### config.mk
export PLATFORM = sky130hd
export DESIGN_NAME = sdram_ioctl_loader
export DESIGN_NICKNAME = d
export VERILOG_FILES = /design/src/rtl/sdram_ioctl_loader.sv
export SDC_FILE = /design/constraint.sdc
export NUM_CORES = 1
export LEC_CHECK = 0
export ABC_AREA = 1
export CAP_MARGIN = 20
export CORE_MARGIN = 4
export CORE_UTILIZATION = 40
export CTS_BUF_LIST = sky130_fd_sc_hd__clkbuf_16
export DETAILED_ROUTE_END_ITERATION = 8
export PLACE_DENSITY = 0.62
export REMOVE_ABC_BUFFERS = 1
export SLEW_MARGIN = 10
export SYNTH_ARGS = -nofsm -noshare
export SYNTH_HDL_FRONTEND = slang
export SYNTH_SLANG_ARGS = --single-unit
### constraint.sdc
create_clock -name clk -period 4 [get_ports clk]
set_input_delay 0.6 -clock clk [delete_from_list [all_inputs] [get_ports clk]]
set_output_delay 0.6 -clock clk [all_outputs]
set_load 0.005 [all_outputs]
### src/rtl/sdram_ioctl_loader.sv
// Streams ioctl download bytes into SDRAM port C, one write per byte; first weC rise 2 clocks after a strobe.
// busy at FIFO count >= FIFO_DEPTH-2, full-FIFO strobes are dropped (sticky overflow); SDRAM_LOADER_CHKSUM_EN adds checksum.
module sdram_ioctl_loader #(
  parameter int          FIFO_DEPTH = 8,
  parameter logic [24:0] BASE_ADDR  = 25'h0,
  parameter int          GAP_CYCLES = 8
) (
  input  logic        clk,
  input  logic        reset,
  input  logic        ioctl_download,
  input  logic        ioctl_wr,
  input  logic [24:0] ioctl_addr,
  input  logic [7:0]  ioctl_dout,
  output logic        busy,
  output logic        overflow,
  output logic        done,
  output logic [24:0] addrC,
  output logic [7:0]  dinC,
  output logic        weC,
  output logic        oeC,
`ifdef SDRAM_LOADER_CHKSUM_EN
  output logic [15:0] checksum,
`endif
  input  logic        ackC
);

  localparam int AW         = $clog2(FIFO_DEPTH);
  localparam int GW         = $clog2(GAP_CYCLES + 1);
  localparam int BUSY_I     = FIFO_DEPTH - 2;
  localparam int GAP_LAST_I = GAP_CYCLES - 1;

  localparam logic [AW:0]   DEPTH_C  = FIFO_DEPTH[AW:0];
  localparam logic [AW:0]   BUSY_LVL = BUSY_I[AW:0];
  localparam logic [GW-1:0] GAP_LAST = GAP_LAST_I[GW-1:0];

  typedef enum logic [1:0] {
    IDLE,
    ISSUE,
    GAP
  } state_t;

  state_t state_q, state_d;

  logic [32:0]   mem [FIFO_DEPTH];
  logic [AW-1:0] wr_ptr, rd_ptr;
  logic [AW:0]   count;
  logic          empty;
  logic          push, pop;
  logic [24:0]   entry_addr;

  logic          ack_last;
  logic [GW-1:0] gap_cnt;
  logic          download_q;
  logic          dl_rise, dl_fall;
  logic          pend_done;

  assign empty      = (count == '0);
  assign busy       = (count >= BUSY_LVL);
  assign entry_addr = BASE_ADDR + ioctl_addr;
  assign dl_rise    = ioctl_download & ~download_q;
  assign dl_fall    = ~ioctl_download & download_q;

  // A pop in the same cycle frees a slot, so a strobe into a full FIFO still lands.
  assign push = ioctl_wr & ((count < DEPTH_C) | pop);

  assign weC = (state_q == ISSUE);
  assign oeC = 1'b0;

  always_ff @(posedge clk) begin
    if (push) begin
      mem[wr_ptr] <= {entry_addr, ioctl_dout};
    end
  end

  always_ff @(posedge clk or posedge reset) begin
    if (reset) begin
      wr_ptr <= '0;
      rd_ptr <= '0;
      count  <= '0;
    end else begin
      if (push) begin
        wr_ptr <= wr_ptr + 1'b1;
      end
      if (pop) begin
        rd_ptr <= rd_ptr + 1'b1;
      end
      if (push && !pop) begin
        count <= count + 1'b1;
      end else if (pop && !push) begin
        count <= count - 1'b1;
      end
    end
  end

  always_ff @(posedge clk or posedge reset) begin
    if (reset) begin
      state_q <= IDLE;
    end else begin
      state_q <= state_d;
    end
  end

  always_comb begin
    state_d = state_q;
    pop     = 1'b0;
    done    = 1'b0;
    case (state_q)
      IDLE: begin
        if (!empty) begin
          pop     = 1'b1;
          state_d = ISSUE;
        end else if (!ioctl_download && pend_done) begin
          done = 1'b1;
        end
      end
      ISSUE: begin
        // The controller acknowledges by toggling, not by level.
        if (ackC != ack_last) begin
          state_d = GAP;
        end
      end
      GAP: begin
        if (gap_cnt == GAP_LAST) begin
          state_d = IDLE;
        end
      end
      default: state_d = IDLE;
    endcase
  end

  always_ff @(posedge clk or posedge reset) begin
    if (reset) begin
      addrC      <= '0;
      dinC       <= '0;
      ack_last   <= 1'b0;
      gap_cnt    <= '0;
      download_q <= 1'b0;
      pend_done  <= 1'b0;
      overflow   <= 1'b0;
    end else begin
      // Tracking ackC while idle keeps us in phase after a reset mid-write.
      if (state_q == IDLE) begin
        ack_last <= ackC;
      end
      if (pop) begin
        {addrC, dinC} <= mem[rd_ptr];
      end
      gap_cnt    <= (state_q == GAP) ? gap_cnt + 1'b1 : '0;
      download_q <= ioctl_download;

      if (dl_rise) begin
        pend_done <= 1'b0;
      end else if (dl_fall) begin
        pend_done <= 1'b1;
      end else if (done) begin
        pend_done <= 1'b0;
      end

      if (dl_rise) begin
        overflow <= 1'b0;
      end
      if (ioctl_wr && !push) begin
        overflow <= 1'b1;
      end
    end
  end

`ifdef SDRAM_LOADER_CHKSUM_EN
  always_ff @(posedge clk or posedge reset) begin
    if (reset) begin
      checksum <= '0;
    end else if (dl_rise) begin
      checksum <= '0;
    end else if (state_q == ISSUE && ackC != ack_last) begin
      checksum <= checksum + {8'h00, dinC};
    end
  end
`endif

endmodule
==> results of run 1 <==
-- power groups by stage --
| stage | registers [uW] | logic [uW] | clock network (uW) |
|---|---|---|---|
| 2_1_floorplan | 4710 | 2150 | 0 |
| 3_3_place_gp | 4640 | 3710 | 0 |
| 3_5_place_dp | 4640 | 3760 | 0 |
| 4_1_cts | 4580 | 3780 | 2950 |
| 5_1_grt | 4640 | 4200 | 3100 |
| 6_report | 4570 | 3710 | 2870 |
-- stage by stage --
stage                     hold slack, ps  power [uW]  instances  worst slack, ps  cell area [um2]
after global placement             447.4        8343       1757             1172            14600
after CTS                          458.7       11310       1819             1152            15620
after detailed placement           451.4        8402       1757             1145            14600
after global routing               492.5       11940       1820            940.9            15640
final                              453.1       11150       1820             1157            15640
after floorplan                    430.6        6859       1223            66.81            13110
-- routing by layer --
| metal | part of all wire [%] | GRT usage [%] | vias to the layer above |
|---|---|---|---|
| met5 | 0 | 0 | - |
| met4 | 1.4 | 3.785 | 0 |
| met3 | 4.6 | 2.484 | 32 |
| met2 | 49 | 27.87 | 181 |
| met1 | 45 | 22.66 | 4104 |
| li1 | - | - | 4265 |
-- kinds of logic after synthesis --
| logic type | Yosys count | synth area share (%) |
|---|---|---|
| AO/OA/AOI/OAI | 12 | 0.4463 |
| adder cells (fa/ha/maj) | 7 | 0.7066 |
| buffers and inverters | 278 | 8.694 |
| other | 1 | 0.02787 |
| flip-flops | 317 | 68.77 |
| XOR/XNOR | 5 | 0.3255 |
| AND/OR/NAND/NOR | 663 | 21.03 |
-- cell type report --
type,count,area [um2]
Clock buffer,35,875.8
Sequential cell,317,9260
Timing Repair Buffer,93,908.4
Tap cell,442,553.0
Inverter,218,820.8
Multi-Input combinational cell,688,3073
Fill cell,3049,17230
Clock inverter,27,146.4
-- placed cells by master, fill, tap and decap left out, types with 2 or more instances in the layout --
| cell type | n |
|---|---|
| buf_4 | 17 |
| nor2_1 | 10 |
| clkinv_1 | 12 |
| buf_12 | 2 |
| nand2_2 | 4 |
| nand2_4 | 2 |
| o21ai_0 | 10 |
| dfrtp_1 | 50 |
| inv_1 | 216 |
| clkdlybuf4s50_1 | 74 |
| xor2_1 | 3 |
| dfrtp_2 | 2 |
| clkinv_2 | 7 |
| a21oi_1 | 2 |
| inv_2 | 6 |
| nand3_1 | 209 |
| edfxtp_1 | 264 |
| ha_1 | 6 |
| clkbuf_16 | 35 |
| xnor2_1 | 2 |
| nand2_1 | 425 |
| nor2_4 | 9 |
-- state kept, by name, summed over array words and instances (netlist names), 2 cells and up --
signal   flops
addrC       25
count        4
dinC         8
gap_cnt      4
mem        264
rd_ptr       3
state_q      2
wr_ptr       3
-- Yosys cell counts, types with 2 or more instances --
cell type / n
a21oi_1: 2
buf_1: 3
buf_2: 33
buf_4: 10
buf_6: 6
clkbuf_1: 8
dfrtp_1: 53
edfxtp_1: 264
ha_1: 6
inv_1: 212
inv_2: 4
nand2_1: 425
nand2_2: 4
nand2_4: 2
nand3_1: 209
nor2_1: 10
nor2_2: 8
o21ai_0: 10
xnor2_1: 2
xor2_1: 3
-- worst max path at each step --
stage | startpoint | to | slack [ps] | depth (start not counted)
floorplan | rd_ptr[0]$_DFFE_PP0P_ | addrC[10]$_DFFE_PP0P_ | 70 | 7
global placement | count[0]$_DFFE_PP0P_ | count[3]$_DFFE_PP0P_ | 1170 | 15
detailed placement | ioctl_wr | mem[0][32]$_DFFE_PP_ | 1140 | 4
CTS | count[0]$_DFFE_PP0P_ | count[3]$_DFFE_PP0P_ | 1150 | 14
global route | count[0]$_DFFE_PP0P_ | count[3]$_DFFE_PP0P_ | 940 | 15
finish | count[0]$_DFFE_PP0P_ | count[3]$_DFFE_PP0P_ | 1160 | 14
==> summary.txt, run 1 <==
Outcome
  • Status: finished clean

Clocking
  • CTS tree: done
  • Worst-path clk slew: 60 ps
  • Clk Latency, worst-skew pair: 500 ps
  • CTS Hold Buffers Added: 0
  • Clock sinks: 317
  • CTS H-tree depth: 2
  • Setup Buffers After CTS: 0
  • Clk buf depth: 3
  • CTS buffer count: 35
  • PostCTS Resize Cnt: 0
  • Clk root buf: clkbuf_16

Floorplanning
  • CORE AREA: 0.03287 mm2
  • Rows: 66
  • Die width: 191.4 um
  • DIE AREA: between 0.03 and 0.04 mm2
  • IO Pins: 76
  • Initial Util: between 40% and 50%
  • Die extent in y: 191.4 um

Detailed routing
  • Drc violations: 0
  • WL per Instance: 16.36 um
  • Vias per inst: 4.715
  • Post-route ant nets: 0
  • Vias: 8582
  • Post-Route WL: 29770 um
  • First-iteration detailed-routing DRC count: a little under 600
  • First-pass iteration count of the detailed router: 5

STA
  • Final setup viols: 0
  • Final worst path period share: a little under three quarters
  • Final Slew Violations: 0
  • Setup TNS: 0 ps
  • Crit path time final: between 2000 and 3000 ps
  • Fmax: 351.7 MHz
  • Post-Route Skew: 13.01 ps
  • RSZ-0062 raised after global routing: no
  • Worst-margin pin slew: 912.0 ps
  • Final Hold Vio Count: 0
  • Slew headroom: 39.11%

Finish
  • ANT cells: 0
  • Util after Layout: 47.58%
  • Layout net count: approximately 1400
  • Share of cells above drive strength 1: 6.676%
  • Area Growth Syn to Fin: 16.21%

Yosys
  • Async set or reset register ratio after synthesis: 16.72%
  • Yosys cell types: 29
  • Post-Syn Instances: 1283
  • Yosys reg bits: 317
  • Post-synth EDFFs: 264
  • Syn avg cell area: around 10 um2
  • Top cells by area, synth: edfxtp_1 (59%), nand2_1 (12%), dfrtp_1 (9.9%)
  • Sequential-to-total area share from yosys stat: 68.77%
  • Top_reg_cell synth: edfxtp_1
  • Synth top area share: 58.91%
  • Yosys Warn Count: 0
  • Area leader, netlist: edfxtp_1
  • Mapped cell area: 0.01346 mm2

Pwr
  • Clk pwr share: 25.8%
  • Flop pwr share: 41.0%
  • Switching Share: 35.72%
  • Internal power: roughly 7000 uW
  • VDD IR-drop max: 0.3976 mV
  • Comb pwr share: 33.2%
  • P_sw: 3985 uW
  • Pwr Density: slightly above 700 mW/mm2
  • P_leak: 0.006760 uW

Setup path
  • CP startpoint kind: flop
  • Worst path bufs/invs: 2
  • WS Path Type: flop to flop
  • Crit. End Element: flop
  • CP Data Required Time: 4380 ps
  • Critical path peak fanout: 22
  • Worst reg2reg endpoint: count[3]$_DFFE_PP0P_
  • CP most frequent cell: nand2_1
  • Reg2Reg Setup Slack: 1160 ps
  • Largest delay share family, worst path: simple AND/OR/NAND/NOR gates
  • R2r startpoint: count[0]$_DFFE_PP0P_
  • CP max stage cell: nand2_2
  • Worst-path cell chain: nor2_1 -> nand3_2 -> nand2_2 -> nand2_4 -> nand2_4 -> inv_2 -> ha_1 -> inv_1 -> ha_1 -> or2_2 -> nand3_1 -> nand2_1 -> nand2_1 -> nand2_1
  • Crit path DAT: 3220 ps
  • Max incr delay on CP: slightly below 500 ps
  • Reg2Reg Depth: 14

Global routing
  • GR Overflow Total: 0
  • Via count of the first global-routing pass: 8643
  • First-pass GRT wire length: between 40000 and 50000 um
  • Largest net degree at the start of global routing: 68
  • Antenna violations before repair: 0
  • Gr usage total: 16.49%

Min path
  • WHS Endpoint: gap_cnt[0]$_DFF_PP0_
  • Worst min-delay path class: flop to flop
  • WHS Path Cells: 1
  • Worst hold start: gap_cnt[0]$_DFF_PP0_

Place
  • Buffers added on ports: 74
  • GP Congestion: 0.7505
  • DP HPWL: 16880 um

Job
  • # Max-Cap Violations: 0
(Power assumes the default switching activity.)
==> run 2: changes to the inputs <==
clock period = 2.8 ns   (was 4 ns; I/O delays follow)
==> run 2 against run 1 <==
First-iteration DRC count increased by 12%. Critical path depth grew 1. Sequential power rose by 40%.
==> summary.txt, run 2 (same netlist as run 1, synthesis figures left out) <==
Outcome
  • Status: finished clean

STA
  • Setup TNS: 0 ps
  • Fmax: 429.9 MHz
  • Final Slew Violations: 0
  • Final worst path period share: 83.07%
  • Worst-margin pin slew: 917.7 ps
  • Final setup viols: 0
  • Post-Route Skew: ~6.3 ps
  • Slew headroom: 38.82%
  • Crit path time final: 2326 ps
  • Final Hold Vio Count: 0
  • RSZ-0062 raised after global routing: no

Clocking
  • CTS Hold Buffers Added: 0
  • Clk buf depth: 3
  • PostCTS Resize Cnt: 0
  • Worst-path clk slew: 60 ps
  • CTS H-tree depth: 2
  • Setup Buffers After CTS: 0
  • Clock sinks: 317
  • CTS buffer count: 35
  • Clk Latency, worst-skew pair: 500 ps
  • CTS tree: done
  • Clk root buf: clkbuf_16

Setup path
  • CP Data Required Time: ~3200 ps
  • Worst-path cell chain: nor2_1 -> nand3_2 -> nand2_2 -> nand2_4 -> nand2_4 -> inv_2 -> ha_1 -> inv_1 -> ha_1 -> or2_2 -> nand2_1 -> nand3_1 -> nand2_1 -> nand2_1 -> nand2_1
  • Critical path peak fanout: 4
  • R2r startpoint: count[0]$_DFFE_PP0P_
  • Crit path launch: count[0]$_DFFE_PP0P_
  • CP most frequent cell: nand2_1
  • Max incr delay on CP: 430 ps
  • Crit path DAT: 2760 ps
  • CP max stage cell: dfrtp_1
  • Crit. End Element: flop
  • CP startpoint kind: flop
  • WS Path Type: flop to flop

Finish
  • Most common library cell in the layout ignoring fill and taps: nand2_1
  • Share of cells above drive strength 1: 7.292%
  • Filler instances: 2959
  • Layout Cells excl Fill: 1829
  • Most frequent cells in the layout: nand2_1 (425), edfxtp_1 (264), inv_1 (219)
  • Area Growth Syn to Fin: 18.31%
  • Largest Register: mem
  • Max FFs per register: ~260
  • Layout net count: around 1400
  • Biggest regs: mem (264), addrC (25), dinC (8)

Detailed routing
  • Vias per inst: 4.753
  • WL per Instance: 16.25 um
  • Vias: between 8000 and 9000
  • Drc violations: 0
  • Post-Route WL: 29730 um
  • Post-route ant nets: 0
  • First-iteration detailed-routing DRC count: ~660
  • First-pass iteration count of the detailed router: 6

Place
  • DP HPWL: 16800 um
  • Cells after DPL: approximately 1800
  • GP Congestion: ~0.76
  • Buffers added on ports: 74

Pwr
  • Pwr Density: 1041 mW/mm2
  • VDD IR-drop max: 0.7091 mV
  • Total power: approximately 17000 uW
  • P_leak: ~0.007 uW

Floorplanning
  • Die width: 191.4 um
  • DIE AREA: 0.03664 mm2
  • Initial Util: about two fifths
  • Rows: 66
  • Die extent in y: 191.4 um
  • IO Pins: 76
  • CORE AREA: 0.03287 mm2

Global routing
  • Via count of the first global-routing pass: 8662
  • Gr usage total: 16.52%
  • Antenna violations before repair: 1
  • GR Overflow Total: 0
  • First-pass GRT wire length: 47520 um
  • Largest net degree at the start of global routing: between 100 and 150

Job
  • # Max-Cap Violations: 0

Min path
  • Worst min-delay path class: input pin to flop
  • Worst hold start: ioctl_download
run 2: final timing paths:
| kind | to | slack (ps) | depth (start not counted) |
|---|---|---|---|
| worst max-delay path | count[3]$_DFFE_PP0P_ | 470 | 15 |
| worst min-delay path | download_q$_DFF_PP0_ | 400 | 1 |
| worst max register to register | count[3]$_DFFE_PP0P_ | 470 | 15 |
| worst min register to register | gap_cnt[0]$_DFF_PP0_ | 460 | 1 |
| max in group asynchronous | addrC[6]$_DFFE_PP0P_ | 1760 | 3 |
| min in group asynchronous | addrC[14]$_DFFE_PP0P_ | 410 | 2 |
run 2: final cells by class:
cell class	count	area, um2	share of cell area, %
Tap cell	442	553.0	3.474
Clock buffer	35	875.8	5.501
Inverter	218	820.8	5.156
Clock inverter	26	264.0	1.658
Multi-Input combinational cell	688	3073	19.30
Sequential cell	317	9260	58.17
Timing Repair Buffer	101	1069	6.712
Antenna cell	2	5.005	0.03144
run 2: power by group:
| group | leakage (uW) | switching [uW] | total (uW) | internal (uW) |
|---|---|---|---|---|
| Combinational | 0.00326 | 3610 | 5620 | 2000 |
| Sequential | 0.00304 | 372 | 6390 | 6020 |
| Clock | 0.000590 | 1760 | 4570 | 2820 |
run 2: through the flow:
stage | hold slack [ps] | setup slack [ps] | instance area (um2) | utilization (%)
finish | 404.5 | 473.9 | 15920 | 48.44
detailed placement | 451.4 | 331.7 | 14780 | 44.96
global route | 401.7 | 269.8 | 15920 | 48.43
floorplan | 430.6 | -1133 | 13110 | -
CTS | 386.6 | 479.8 | 15920 | 48.42
global placement | 450.8 | 346.0 | 14780 | 44.96
run 2: critical path, delay by kind of cell (launching register included):
kind	cells	cell delay, ps
buf+inv	2	160
flops	1	430
simple gates	11	1190
fa+ha+maj	2	470
run 2: per-layer routing:
metal / up-vias / GRT usage, % / part of all wire [%]
li1: 4272 / - / -
met1: 4140 / 22.73 / 45
met3: 53 / 2.684 / 5.3
met5: - / 0 / 0
met4: 0 / 4.972 / 2.3
met2: 229 / 27.18 / 47
==> run 3: changes to the inputs <==
PLACE_DENSITY = 0.64   (was 0.62)
clock period = 2.1 ns   (was 2.8 ns; I/O delays follow)
==> run 3 against run 2 <==
Power rose by 34%. Clock-buffer cell count did not move. Routed wire length rose by 0.63%. Sequential power rose by 34%. Utilization rose by 0.57 points. Worst setup slack got worse by 360 ps. Global-route usage rose by 0.17 points.
==> summary.txt, run 3 (same netlist as run 1, synthesis figures left out) <==
Outcome
  • Status: finished clean

Clocking
  • Clock sinks: between 300 and 400
  • Clk buf depth: 3
  • Clk root buf: clkbuf_16
  • CTS tree: done
  • Clk Latency, worst-skew pair: 510 ps
  • CTS buffer count: 35
  • CTS Hold Buffers Added: 0
  • CTS H-tree depth: 2
  • Worst-path clk slew: about 60 ps

Finish
  • Share of cells above drive strength 1: just under 9%
  • Util after Layout: between 40% and 50%
  • Biggest regs: mem (264), addrC (25), dinC (8)
  • Largest Register: mem
  • Area Growth Syn to Fin: 19.69%
  • Layout Cells excl Fill: 1846
  • Design Area, Final: 0.01611 mm2
  • Most common library cell in the layout ignoring fill and taps: nand2_1
  • Layout net count: 1424
  • Most frequent cells in the layout: nand2_1 (424), edfxtp_1 (264), inv_1 (218)
  • Max FFs per register: 264
  • ANT cells: 0

Floorplanning
  • Initial Util: 40.94%
  • Die extent in y: 191.4 um
  • IO Pins: between 70 and 80
  • Die width: 191.4 um
  • DIE AREA: 0.03664 mm2
  • Rows: 66
  • CORE AREA: around 0.033 mm2

STA
  • Slew headroom: 62.41%
  • Fmax: between 500 and 600 MHz
  • Crit path time final: 1989 ps
  • Final worst path period share: 94.71%
  • Final WS setup: approximately 110 ps
  • Final Slew Violations: 0
  • Post-Route Skew: 16.15 ps
  • Final setup viols: 0
  • Final Hold Vio Count: 0
  • Worst-margin pin slew: 563.9 ps
  • RSZ-0062 raised after global routing: no

Pwr
  • P_leak: 0.006979 uW
  • VDD IR-drop max: 0.7317 mV
  • Pwr Density: 1375 mW/mm2

Global routing
  • Largest net degree at the start of global routing: 80
  • Via count of the first global-routing pass: roughly 8900
  • GR Overflow Total: 0
  • Gr usage total: 16.69%
  • Antenna violations before repair: 0
  • First-pass GRT wire length: 48010 um

Setup path
  • CP startpoint kind: flop
  • WS Path Type: flop to output port
  • Crit. End Element: output port
  • CP Data Required Time: 1780 ps
  • Crit path DAT: 1670 ps
  • Critical path peak fanout: 3

Min path
  • Worst min-delay path class: input pin to asynchronous set/reset pin

Detailed routing
  • Vias: 8824
  • Drc violations: 0
  • Post-route ant nets: 0
  • Post-Route WL: ~30000 um
  • Vias per inst: between 4 and 5
  • First-iteration detailed-routing DRC count: 521
  • WL per Instance: around 16 um
  • First-pass iteration count of the detailed router: 5

Place
  • Pre-CTS setup slack: -35.96 ps
  • Buffers added on ports: 74
  • DP HPWL: 17270 um
  • GP Congestion: 0.7383
  • Cells after DPL: 1781
  • Cell Area, Placed: 0.01501 mm2

Job
  • # Max-Cap Violations: 0
## run 3: final timing paths
| path | slack [ps] | from | cells past startpoint | to |
|---|---|---|---|---|
| max in group asynchronous | 1400 | reset | 3 | addrC[13]$_DFFE_PP0P_ |
| worst max register to register | 140 | count[1]$_DFFE_PP0P_ | 10 | count[2]$_DFFE_PP0P_ |
| min in group clk | 290 | ioctl_download | 1 | download_q$_DFF_PP0_ |
| worst min-delay path | 140 | reset | 2 | addrC[17]$_DFFE_PP0P_ |
| worst max-delay path | 110 | count[1]$_DFFE_PP0P_ | 4 | busy |
| worst min register to register | 460 | gap_cnt[0]$_DFF_PP0_ | 1 | gap_cnt[0]$_DFF_PP0_ |
## run 3: power breakdown
part	internal [uW]	total, uW	leakage [uW]	switching (uW)
Sequential	8020	8570	0.00304	543
Combinational	3070	7930	0.00339	4850
Clock	3280	5660	0.000546	2370
Total	14400	22100	0.00698	7770
## run 3: per-stage QoR
stage / setup TNS [ps] / total power, uW / hold WS (ps)
finish: 0 / 22150 / 143.4
global route: 0 / 23650 / 186.1
CTS: 0 / 22360 / 149.8
detailed placement: -63.26 / 16610 / 455.6
global placement: -42.27 / 16450 / 447.7
floorplan: -164840 / 13060 / 346.4
## run 3: routing by layer
layer / global-route usage (%) / share of wire, % / up-vias
li1: - / - / 4325
met1: 22.34 / 45 / 4245
met2: 28.44 / 49 / 203
met3: 2.447 / 4.0 / 51
met4: 4.834 / 2.1 / 0
met5: 0 / 0 / -
## run 3: final cells by class
| cell class | count | area (um2) |
|---|---|---|
| sequential | 317 | 9260 |
| multi-input combinational | 688 | 3088 |
| inverter | 218 | 820.8 |
| timing repair buffer | 119 | 1328 |
| fill | 2979 | 16760 |
| clock buffer | 35 | 875.8 |
| clock inverter | 27 | 181.4 |
| tap | 442 | 553.0 |
## run 3: timing repair
| item | CTS | global route |
|---|---|---|
| pin swaps | 0 | 3 |
| setup endpoints to repair | 1 | 3 |
| setup buffers | 1 | 2 |
| resized for setup | 1 | 7 |
## run 3: worst max-delay path: stages (launching register included)
cell,delay (ps)
dfrtp_1,360
buf_4,130
inv_1,50
o21ai_1,120
clkdlybuf4s50_1,510
